===== config.mk =====
export PLATFORM = sky130hd
export DESIGN_NAME = cus43_tile_shifter
export DESIGN_NICKNAME = d
export VERILOG_FILES = /design/src/rtl/cus43_tile_shifter_pkg.sv /design/src/rtl/cus43_plane_shifter.sv /design/src/rtl/cus43_tile_shifter.sv
export SDC_FILE = /design/constraint.sdc
export NUM_CORES = 1
export LEC_CHECK = 0
export ABC_CLOCK_PERIOD_IN_PS = 1600
export CORE_MARGIN = 10
export CORE_UTILIZATION = 50
export DETAILED_ROUTE_END_ITERATION = 6
export HOLD_SLACK_MARGIN = 0.06
export PLACE_DENSITY = 0.77
export SYNTH_ARGS = -nofsm -noshare
export SYNTH_HDL_FRONTEND = slang
export SYNTH_HIERARCHICAL = 1
export SYNTH_SLANG_ARGS = --single-unit

===== constraint.sdc =====
create_clock -name CLK_6M -period 1.6 [get_ports CLK_6M]
set_clock_uncertainty 0.15 [all_clocks]
set_input_delay 0.24 -clock CLK_6M [delete_from_list [all_inputs] [get_ports CLK_6M]]
set_output_delay 0.24 -clock CLK_6M [all_outputs]
set_load 0.005 [all_outputs]

===== src/rtl/cus43_tile_shifter_pkg.sv =====
// Shared types, widths and plane helpers for the CUS43 tile pixel serializer.
package cus43_tile_shifter_pkg;

  localparam int unsigned GROUP_PIXELS = 4;
  localparam int unsigned PIX_W        = 3;
  localparam int unsigned GDA_W        = 8;
  localparam int unsigned GDB_W        = 4;
  localparam int unsigned ATTR_W       = 8;
  localparam int unsigned CNT_W        = 3;

  localparam logic [PIX_W-1:0] TRANSPARENT_PEN_DEFAULT = 3'd7;

  typedef enum logic {
    DIR_LEFT  = 1'b0,
    DIR_RIGHT = 1'b1
  } shift_dir_t;

  // One 4-pixel group split into its three bit planes (p2 = MSB of the pen).
  typedef struct packed {
    logic [GROUP_PIXELS-1:0] p2;
    logic [GROUP_PIXELS-1:0] p1;
    logic [GROUP_PIXELS-1:0] p0;
  } planes_t;

  localparam planes_t PLANES_EMPTY = '1;

  // GDA carries planes 1 (upper nibble) and 0 (lower nibble); GDB is plane 2.
  function automatic planes_t pack_planes(input logic [GDA_W-1:0] gda,
                                          input logic [GDB_W-1:0] gdb);
    planes_t p;
    p.p2 = gdb;
    p.p1 = gda[GDA_W-1:GROUP_PIXELS];
    p.p0 = gda[GROUP_PIXELS-1:0];
    return p;
  endfunction

  // Advance one pixel; vacated bits fill with 1 so an exhausted group reads transparent.
  function automatic planes_t shift_planes(input planes_t p, input shift_dir_t dir);
    planes_t q;
    if (dir == DIR_LEFT) begin
      q.p2 = {p.p2[GROUP_PIXELS-2:0], 1'b1};
      q.p1 = {p.p1[GROUP_PIXELS-2:0], 1'b1};
      q.p0 = {p.p0[GROUP_PIXELS-2:0], 1'b1};
    end else begin
      q.p2 = {1'b1, p.p2[GROUP_PIXELS-1:1]};
      q.p1 = {1'b1, p.p1[GROUP_PIXELS-1:1]};
      q.p0 = {1'b1, p.p0[GROUP_PIXELS-1:1]};
    end
    return q;
  endfunction

  function automatic logic [PIX_W-1:0] tap_pixel(input planes_t p, input shift_dir_t dir);
    logic [PIX_W-1:0] px;
    if (dir == DIR_LEFT) begin
      px = {p.p2[GROUP_PIXELS-1], p.p1[GROUP_PIXELS-1], p.p0[GROUP_PIXELS-1]};
    end else begin
      px = {p.p2[0], p.p1[0], p.p0[0]};
    end
    return px;
  endfunction

endpackage


===== src/rtl/cus43_plane_shifter.sv =====
// Four-pixel, three-plane shift register with per-group direction and pixel counter.
module cus43_plane_shifter
  import cus43_tile_shifter_pkg::*;
(
  input  logic             clk,
  input  logic             rst,
  input  logic             load,
  input  shift_dir_t       load_dir,
  input  planes_t          load_planes,
  output logic [PIX_W-1:0] pixel_c
);

  planes_t          sh;
  shift_dir_t       dir;
  logic [CNT_W-1:0] cnt;

  // Direction is latched at load so a mid-group flip waits for the next group.
  always_ff @(posedge clk) begin
    if (rst) begin
      sh  <= PLANES_EMPTY;
      dir <= DIR_LEFT;
      cnt <= '0;
    end else if (load) begin
      sh  <= load_planes;
      dir <= load_dir;
      cnt <= CNT_W'(GROUP_PIXELS);
    end else begin
      sh <= shift_planes(sh, dir);
      if (cnt != '0) begin
        cnt <= cnt - CNT_W'(1);
      end
    end
  end

  always_comb begin
    pixel_c = '1;
    if (cnt != '0) begin
      pixel_c = tap_pixel(sh, dir);
    end
  end

endmodule


===== src/rtl/cus43_tile_shifter.sv =====
// Per-layer tile serializer: holding registers, attribute pipeline and registered pixel output.
module cus43_tile_shifter
  import cus43_tile_shifter_pkg::*;
#(
  parameter logic             ASSIGNED_LAYER  = 1'b0,
  parameter logic [PIX_W-1:0] TRANSPARENT_PEN = TRANSPARENT_PEN_DEFAULT
) (
  input  logic              CLK_6M,
  input  logic              rst,
  input  logic              FLIP,
  input  logic              LAYER_EN,
  input  logic              nGLD,
  input  logic [GDA_W-1:0]  GDA,
  input  logic [GDB_W-1:0]  GDB,
  input  logic              NIB,
  input  logic              nALD,
  input  logic [ATTR_W-1:0] RD,
  input  logic              S3H,
  output logic [PIX_W-1:0]  DOT,
  output logic [ATTR_W-1:0] COL,
  output logic              OPAQUE,
  output logic              LAYER_ID
);

  logic [GDA_W-1:0]  gda_h;
  logic [GDB_W-1:0]  gdb_h;
  logic              nib_h;
  logic              hvalid;
  logic [ATTR_W-1:0] attr_h;
  logic [ATTR_W-1:0] attr_a;

  planes_t           load_planes_c;
  shift_dir_t        load_dir_c;
  logic [PIX_W-1:0]  pixel_c;
  logic [PIX_W-1:0]  next_dot_c;

  assign LAYER_ID = ASSIGNED_LAYER;

  // Holding stage; a fetch in the same clock as a transfer refills it for the next group.
  always_ff @(posedge CLK_6M) begin
    if (rst) begin
      gda_h  <= '0;
      gdb_h  <= '0;
      nib_h  <= 1'b0;
      hvalid <= 1'b0;
      attr_h <= '0;
    end else begin
      if (S3H) begin
        hvalid <= 1'b0;
      end
      if (!nGLD) begin
        gda_h  <= GDA;
        gdb_h  <= GDB;
        nib_h  <= NIB;
        hvalid <= 1'b1;
      end
      if (!nALD) begin
        attr_h <= RD;
      end
    end
  end

  // Attribute advances only when a valid first-half group is transferred.
  always_ff @(posedge CLK_6M) begin
    if (rst) begin
      attr_a <= '0;
    end else if (S3H && hvalid && !nib_h) begin
      attr_a <= attr_h;
    end
  end

  // An underrun transfers an empty group so the layer goes transparent instead of repeating.
  always_comb begin
    load_planes_c = PLANES_EMPTY;
    load_dir_c    = DIR_LEFT;
    next_dot_c    = TRANSPARENT_PEN;
    if (hvalid) begin
      load_planes_c = pack_planes(gda_h, gdb_h);
    end
    if (FLIP) begin
      load_dir_c = DIR_RIGHT;
    end
    if (LAYER_EN) begin
      next_dot_c = pixel_c;
    end
  end

  cus43_plane_shifter u_shifter (
    .clk         (CLK_6M),
    .rst         (rst),
    .load        (S3H),
    .load_dir    (load_dir_c),
    .load_planes (load_planes_c),
    .pixel_c     (pixel_c)
  );

  always_ff @(posedge CLK_6M) begin
    if (rst) begin
      DOT    <= TRANSPARENT_PEN;
      COL    <= '0;
      OPAQUE <= 1'b0;
    end else begin
      DOT    <= next_dot_c;
      COL    <= attr_a;
      OPAQUE <= (next_dot_c != TRANSPARENT_PEN);
    end
  end

endmodule


-- Word-level counts from Yosys, hierarchy flattened
Cells that the tools add are included.
- add/subtract/negate cells: 1
- multipliers: 0
- divide/modulo/power cells: 0
- $lt $le $gt $ge: 0
- equality and inequality tests: 2
- shift-type cells: 0
- mux-type cells: 11
- bitwise logic cells: 0
- reductions and logical operators: 6
- operators by type and width (kind ; count):
    12-bit two-way mux ; 3
    3-bit two-way mux ; 5
    1-bit two-way mux ; 3
    3-bit != test, second input constant ; 1
    3-bit nonzero test ; 1
    3-bit by 1-bit subtractor with 3-bit output, second input constant ; 1
    1-bit logical AND ; 2
    2-bit by 1-bit != test with 1-bit output, second input constant ; 1
    2-bit nonzero test ; 1
    2-bit OR reduction ; 1
    1-bit logical NOT ; 1
- bits in registers: 58
- latch bits: 0
- bits in writable memories: 0
- bits in read-only memories: 0
- output and inout bits: 13
- word-level logic and storage cells: 35
- memories kept: 0

-- Longest topological paths before layout
Gate-level depths: netlist of run 1.
- depth after elaboration: 4
- gate-level depth with buffers: 6
- mapped depth without buffers: 6

-- Hierarchy
Netlist of run 1, hierarchy kept.
- modules (own cells, without submodules) (module ; times used ; cells each ; area an instance (um2)):
    cus43_tile_shifter ; 1 ; 140 ; 1552.7
    cus43_plane_shifter ; 1 ; 77 ; 714.4

-- Worst setup path after synthesis of run 1
Ideal clock, no wire load.
- path type: flip-flop to flip-flop
- from: reg u_shifter.cnt[0]
- to: reg u_shifter.cnt[1]
- setup time: 0.103 ns
- arrival time: 1.054 ns
- required time: 1.347 ns
- slack: 0.292 ns
- cell stages (with the launch flop): 6
- buffers on the path: 0
- cells stage by stage: dfxtp_1 > inv_1 > ha_1 > nand2b_2 > nor2_1 > a2111oi_2
- longest elaborated chain between the ends: 1
- elaborated cells between the ends (all ways): 2
- classes of those cells: 1 x add/sub; 1 x reduce/logical
- RTL lines (element ; RTL line ; text):
    start, declared ; cus43_plane_shifter.sv:15 ; logic [CNT_W-1:0] cnt;
    start signal, assigned ; cus43_plane_shifter.sv:26 ; cnt <= CNT_W'(GROUP_PIXELS);
    start signal, assigned ; cus43_plane_shifter.sv:30 ; cnt <= cnt - CNT_W'(1);
    3-bit by 1-bit subtractor with 3-bit output / 3-bit nonzero test (equally long branches) ; cus43_plane_shifter.sv:30, cus43_plane_shifter.sv:29 ;
Parallel ways exist; a longest one is shown, timed or not.
A chain may end at the register's enable or synchronous reset.

-- Worst setup path in the final report of run 1
- from: reg COL[6]
- to: out COL[6]
- RTL lines (element ; RTL line ; text):
    start, declared ; cus43_tile_shifter.sv:20 ; output logic [ATTR_W-1:0] COL,
    start signal, assigned ; cus43_tile_shifter.sv:104 ; COL <= attr_a;
No word-level cell between the ends.

==> flow_summary_export.csv, run 1 <==
group,metric,value,unit
run_status,outcome,"complete, no violations",
timing,fmax,655,MHz
cells_and_area,design_area,2990,um^2
run,maxCapViolCount,0,
clock_tree,ctsHoldBuffers,0,
detailed_routing,vias_per_cell,4.90,
clock_tree,post-cts-setup-buffers,0,
detailed_routing,drt-pass1-iter-count,4,
placement,placed_cell_area,2750,um^2
die,fp.dieW,87.3,um
critical_path,cp_top_family,"buffers and inverters",
yosys,synth-edff-count,0,
critical_path,crit_slowest_cell,"clkdlybuf4s50_1",
yosys,synth_warnings,6,
timing,rsz0062_at_grt,"false",
power_and_ir_drop,leakagePower,1.25,nW
power_and_ir_drop,pwr_density_cell,1150,nW/um^2
placement,portBuffers,39,
die,start_util,0.517,
placement,place_congestion,0.773,
critical_path,arrival,1.14,ns
yosys,syn_nets,247,
detailed_routing,drt-wirelength-per-cell,12.9,um
yosys,yosys-top-cells-count,"dfxtp_1, mux2i_1, nor2_1",
yosys,yosysUniqueCellTypes,25,
critical_path,crit_type,"reg -> out",
timing,whs,0.172,ns
die,die-height,87.3,um
cells_and_area,multi_input_area,1000,um^2
timing,setup_ws,0.0726,ns
timing,fin_crit_sh,0.955,
global_route,grt_start_max_net_pins,26,
yosys,syn-cell-area,2270,um^2
critical_path,worst_setup_path_start_kind,"register",
timing,drv_slew,0,
timing,setup_violations,0,
placement,hpwl,3010,um
clock_tree,cts_sinks,58,
detailed_routing,wl,4180,um
cells_and_area,antenna_cells,0,
cells_and_area,fin_nets,297,
yosys,ys_top_cells_by_area,"dfxtp_1, mux2i_1, mux2_4",
detailed_routing,dr.first_iter.drc_count,43,
cells_and_area,area_delta_synth_final,31.7,%
global_route,grt_use_total,0.116,
yosys,yosysSeqAreaShare,0.512,
timing,period_needed,1.53,ns
yosys,avgSynthCellArea,10.4,um^2
clock_tree,clkLatencyLatePin,0.33,ns
yosys,async_flop_share,0,
yosys,synth_cells,217,
global_route,grt_pass1_vias,1618,
detailed_routing,via_count,1589,
yosys,synth_seq_cells,58,
hold_path,hold_class,"in -> reg",
yosys,netlist.area_leader.share,0.512,
clock_tree,cts_made_buffers,9,
cells_and_area,seqCellArea,1160,um^2
cells_and_area,fill_cells,329,
yosys,yosysTopAreaCell,"dfxtp_1",
detailed_routing,ant_nets,0,
critical_path,cp_slowest_stage_delay,0.50,ns
global_route,grt_pass1_wl,6960,um
global_route,overflow,0,
placement,dp_slack,-0.0444,ns
power_and_ir_drop,peakVddDrop,974,uV
power_and_ir_drop,total_power,3.43,mW
yosys,synth_ff_type,"dfxtp_1",
critical_path,path_max_fanout,1,
clock_tree,clockBufferDepth,2,
clock_tree,path_clk_slew,0.07,ns
critical_path,path_cells,"clkdlybuf4s50_1",
critical_path,worstPathRequired,1.21,ns
clock_tree,post_cts_resized,0,
clock_tree,cts_tree,"yes",
critical_path,rrSetupSlack,0.20,ns
clock_tree,htree_levels,3,
timing,hold_viol_final,0,
global_route,antenna_found_initial,0,
clock_tree,cts_root_buf,"clkbuf_8",
die,core_area,4380,um^2
timing,finalSetupTns,0,ns
die,fp.dieArea,7630,um^2
die,fp-row-count,24,
detailed_routing,drc,0,
cells_and_area,drive_gt1_frac,0.154,
die,ios,41,
yosys,post-synth-top-count-cell,"dfxtp_1",
critical_path,crit_buf_inv,1,
cells_and_area,finish.utilization,0.681,
cells_and_area,fin_cells,324,
placement,dp_cells,308,
critical_path,end_kind,"primary output",
==> cell families after synthesis <==
family | after synthesis | synth area share
other | 1 | 0.00165
AND/OR/NAND/NOR | 82 | 0.190
flip-flops | 58 | 0.512
AO/OA/AOI/OAI | 16 | 0.0447
multiplexers | 39 | 0.190
buffers and inverters | 18 | 0.0469
adder cells (fa/ha/maj) | 2 | 0.0110
XOR/XNOR | 1 | 0.00386
==> final cells by class <==
class                           count  area share
Clock buffer                       12      0.0553
Clock inverter                      4      0.0243
Inverter                            3     0.00377
Multi-Input combinational cell    141       0.335
Sequential cell                    58       0.389
Tap cell                           52      0.0218
Timing Repair Buffer               54       0.171
==> flip-flops by register name, indices dropped and copies added, names as in the netlist <==
| signal | flops |
|---|---|
| COL | 8 |
| DOT | 3 |
| OPAQUE | 1 |
| attr_a | 8 |
| attr_h | 8 |
| gda_h | 8 |
| gdb_h | 4 |
| hvalid | 1 |
| nib_h | 1 |
| u_shifter/cnt | 3 |
| u_shifter/dir | 1 |
| u_shifter/sh | 12 |
==> path summary, 6_finish.rpt <==
path,start,to,cells past startpoint
max,COL[6],COL[6],1
min,rst,attr_h[0],2
max reg2reg,u_shifter/cnt[0],u_shifter/cnt[1],5
min reg2reg,attr_a[4],COL[4],1
==> power breakdown <==
part	total [mW]	internal, mW	switching, mW
combinational	0.328	0.188	0.139
clock	1.56	1.00	0.560
sequential	1.54	1.51	0.0315
total	3.43	2.69	0.731
==> cells in the final DEF, fill, tap and decap left out, types with 2 or more instances in the layout <==
cell type        synthesis  routed
nor3_1                  10      10
inv_1                    3       3
mux2_4                   8       8
dfxtp_1                 58      58
mux2i_1                 31      31
nor2_1                  27      27
buf_4                    6      14
nand2b_1                17      17
or2b_1                   3       3
clkbuf_8                 0      12
nor2b_1                 17      17
nand2_1                  4       4
a21oi_1                  9       9
ha_1                     2       2
clkdlybuf4s50_1          0      38
o21bai_1                 3       3
o22ai_1                  3       3
bufinv_16                0       2
==> layer usage <==
metal	up-vias	track usage	share of wire
li1	821	-	-
met2	43	0.172	0.44
met5	-	0	0
met4	0	0.0739	0.021
met1	718	0.131	0.47
met3	7	0.0562	0.067
Power figures use the tool's default switching activity.
==> inputs of run 2 (changes only) <==
CORE_UTILIZATION = 51   (was 50)
PLACE_DENSITY = 0.78   (was 0.77)
==> flow_summary_export.csv, run 2 (same netlist as run 1, synthesis figures left out) <==
group,metric,value,unit
run_status,outcome,"complete, no violations",
timing,finalSetupTns,0,ns
critical_path,path_cells,"clkdlybuf4s50_1",
cells_and_area,layout_commonest_cell,"dfxtp_1",
detailed_routing,maxUsedRoutingLayer,"met4",
timing,fin_crit_sh,0.953,
critical_path,crit_type,"reg -> out",
cells_and_area,largest_register_ffs,12,
power_and_ir_drop,switchingPower,698,uW
timing,period_needed,1.52,ns
power_and_ir_drop,pwr-share-comb,0.109,
global_route,grt_use_total,0.114,
critical_path,worst_setup_path_start_kind,"register",
detailed_routing,dr.first_iter.drc_count,70,
cells_and_area,drive_gt1_frac,0.138,
clock_tree,cts_tree,"yes",
clock_tree,cts_made_buffers,9,
clock_tree,clockBufferDepth,2,
die,start_util,0.524,
critical_path,end_kind,"primary output",
cells_and_area,antenna_cells,0,
detailed_routing,vias_per_cell,4.91,
power_and_ir_drop,p_sw_frac,0.231,
clock_tree,htree_levels,3,
detailed_routing,met2WireLength,1820,um
timing,whs,0.148,ns
timing,rsz0062_at_grt,"false",
placement,place_congestion,0.778,
placement,dp_slack,-0.0271,ns
clock_tree,cts_root_buf,"clkbuf_8",
critical_path,cp_slowest_stage_delay,0.50,ns
cells_and_area,fin_cells,320,
global_route,grt_start_max_net_pins,26,
cells_and_area,fill_cells,370,
critical_path,cp_top_family,"buffers and inverters",
detailed_routing,ant_nets,0,
clock_tree,cts_sinks,58,
power_and_ir_drop,pwr_density_cell,1030,nW/um^2
timing,fmax,656,MHz
cells_and_area,seqCellArea,1160,um^2
die,fp-row-count,24,
global_route,grt_pass1_vias,1468,
detailed_routing,dr_wl_met3,245,um
power_and_ir_drop,leakagePower,1.24,nW
power_and_ir_drop,peakVddDrop,668,uV
placement,portBuffers,39,
power_and_ir_drop,power_frac_seq,0.508,
timing,setup_ws,0.0757,ns
die,core_area,4320,um^2
global_route,antenna_found_initial,0,
critical_path,path_max_fanout,1,
cells_and_area,multi_input_area,1000,um^2
cells_and_area,design_area,2920,um^2
die,fp.dieArea,7510,um^2
cells_and_area,area_delta_synth_final,28.9,%
die,fp.dieW,86.7,um
critical_path,worstPathRequired,1.21,ns
run,maxCapViolCount,0,
clock_tree,path_clk_slew,0.06,ns
detailed_routing,wl,4120,um
cells_and_area,final_cell_mix,"dfxtp_1, clkdlybuf4s50_1, mux2i_1",
critical_path,crit_slowest_cell,"clkdlybuf4s50_1",
placement,dp_cells,305,
global_route,overflow,0,
hold_path,hold_class,"in -> reg",
power_and_ir_drop,power_frac_clock,0.383,
cells_and_area,fin_nets,294,
die,ios,41,
clock_tree,ctsHoldBuffers,0,
placement,hpwl,3020,um
global_route,grt_pass1_wl,6830,um
critical_path,arrival,1.13,ns
placement,placed_cell_area,2750,um^2
timing,hold_viol_final,0,
detailed_routing,drc,0,
detailed_routing,wl_met1,1970,um
timing,drv_slew,0,
power_and_ir_drop,internal-power,2.33,mW
clock_tree,clkLatencyLatePin,0.32,ns
timing,setup_violations,0,
cells_and_area,top_register,"u_shifter/sh",
critical_path,crit_buf_inv,1,
power_and_ir_drop,total_power,3.02,mW
detailed_routing,drt-wirelength-per-cell,12.9,um
die,die-height,86.7,um
cells_and_area,finish.utilization,0.676,
detailed_routing,via_count,1571,
detailed_routing,drt-pass1-iter-count,4,
[run 2: power by group through the flow]
stage               combinational [mW]  sequential [mW]  clock [mW]
floorplan                        0.213             1.56           0
global placement                 0.324             1.57           0
detailed placement               0.330             1.57           0
CTS                              0.332             1.54        1.19
global route                     0.363             1.54        1.25
finish                           0.329             1.54        1.16
[run 2: area by class of cell]
cell class              count  area share
clock buffers              12      0.0531
clock inverters             3     0.00514
inverters                   3     0.00385
multi-input cells         141       0.342
flip-flops and latches     58       0.397
well taps                  52      0.0223
repair buffers             51       0.176
[run 2: per-layer routing]
layer,global-route usage,up-vias
met3,0.0488,7
li1,-,812
met5,0,-
met4,0.0751,0
met2,0.163,38
met1,0.135,714
[run 2: path summary, 6_finish.rpt]
| path | start | to | slack (ns) | depth (start not counted) |
|---|---|---|---|---|
| max | COL[4] | COL[4] | 0.08 | 1 |
| min | rst | u_shifter/dir | 0.15 | 2 |
| max reg2reg | u_shifter/cnt[0] | u_shifter/cnt[1] | 0.20 | 5 |
| min reg2reg | attr_a[0] | COL[0] | 0.32 | 1 |
[run 2: what timing repair did]
action	CTS	global route
setup endpoints to repair	0	1
hold endpoints to repair	0	0
setup buffers	0	0
gates resized for setup	0	1
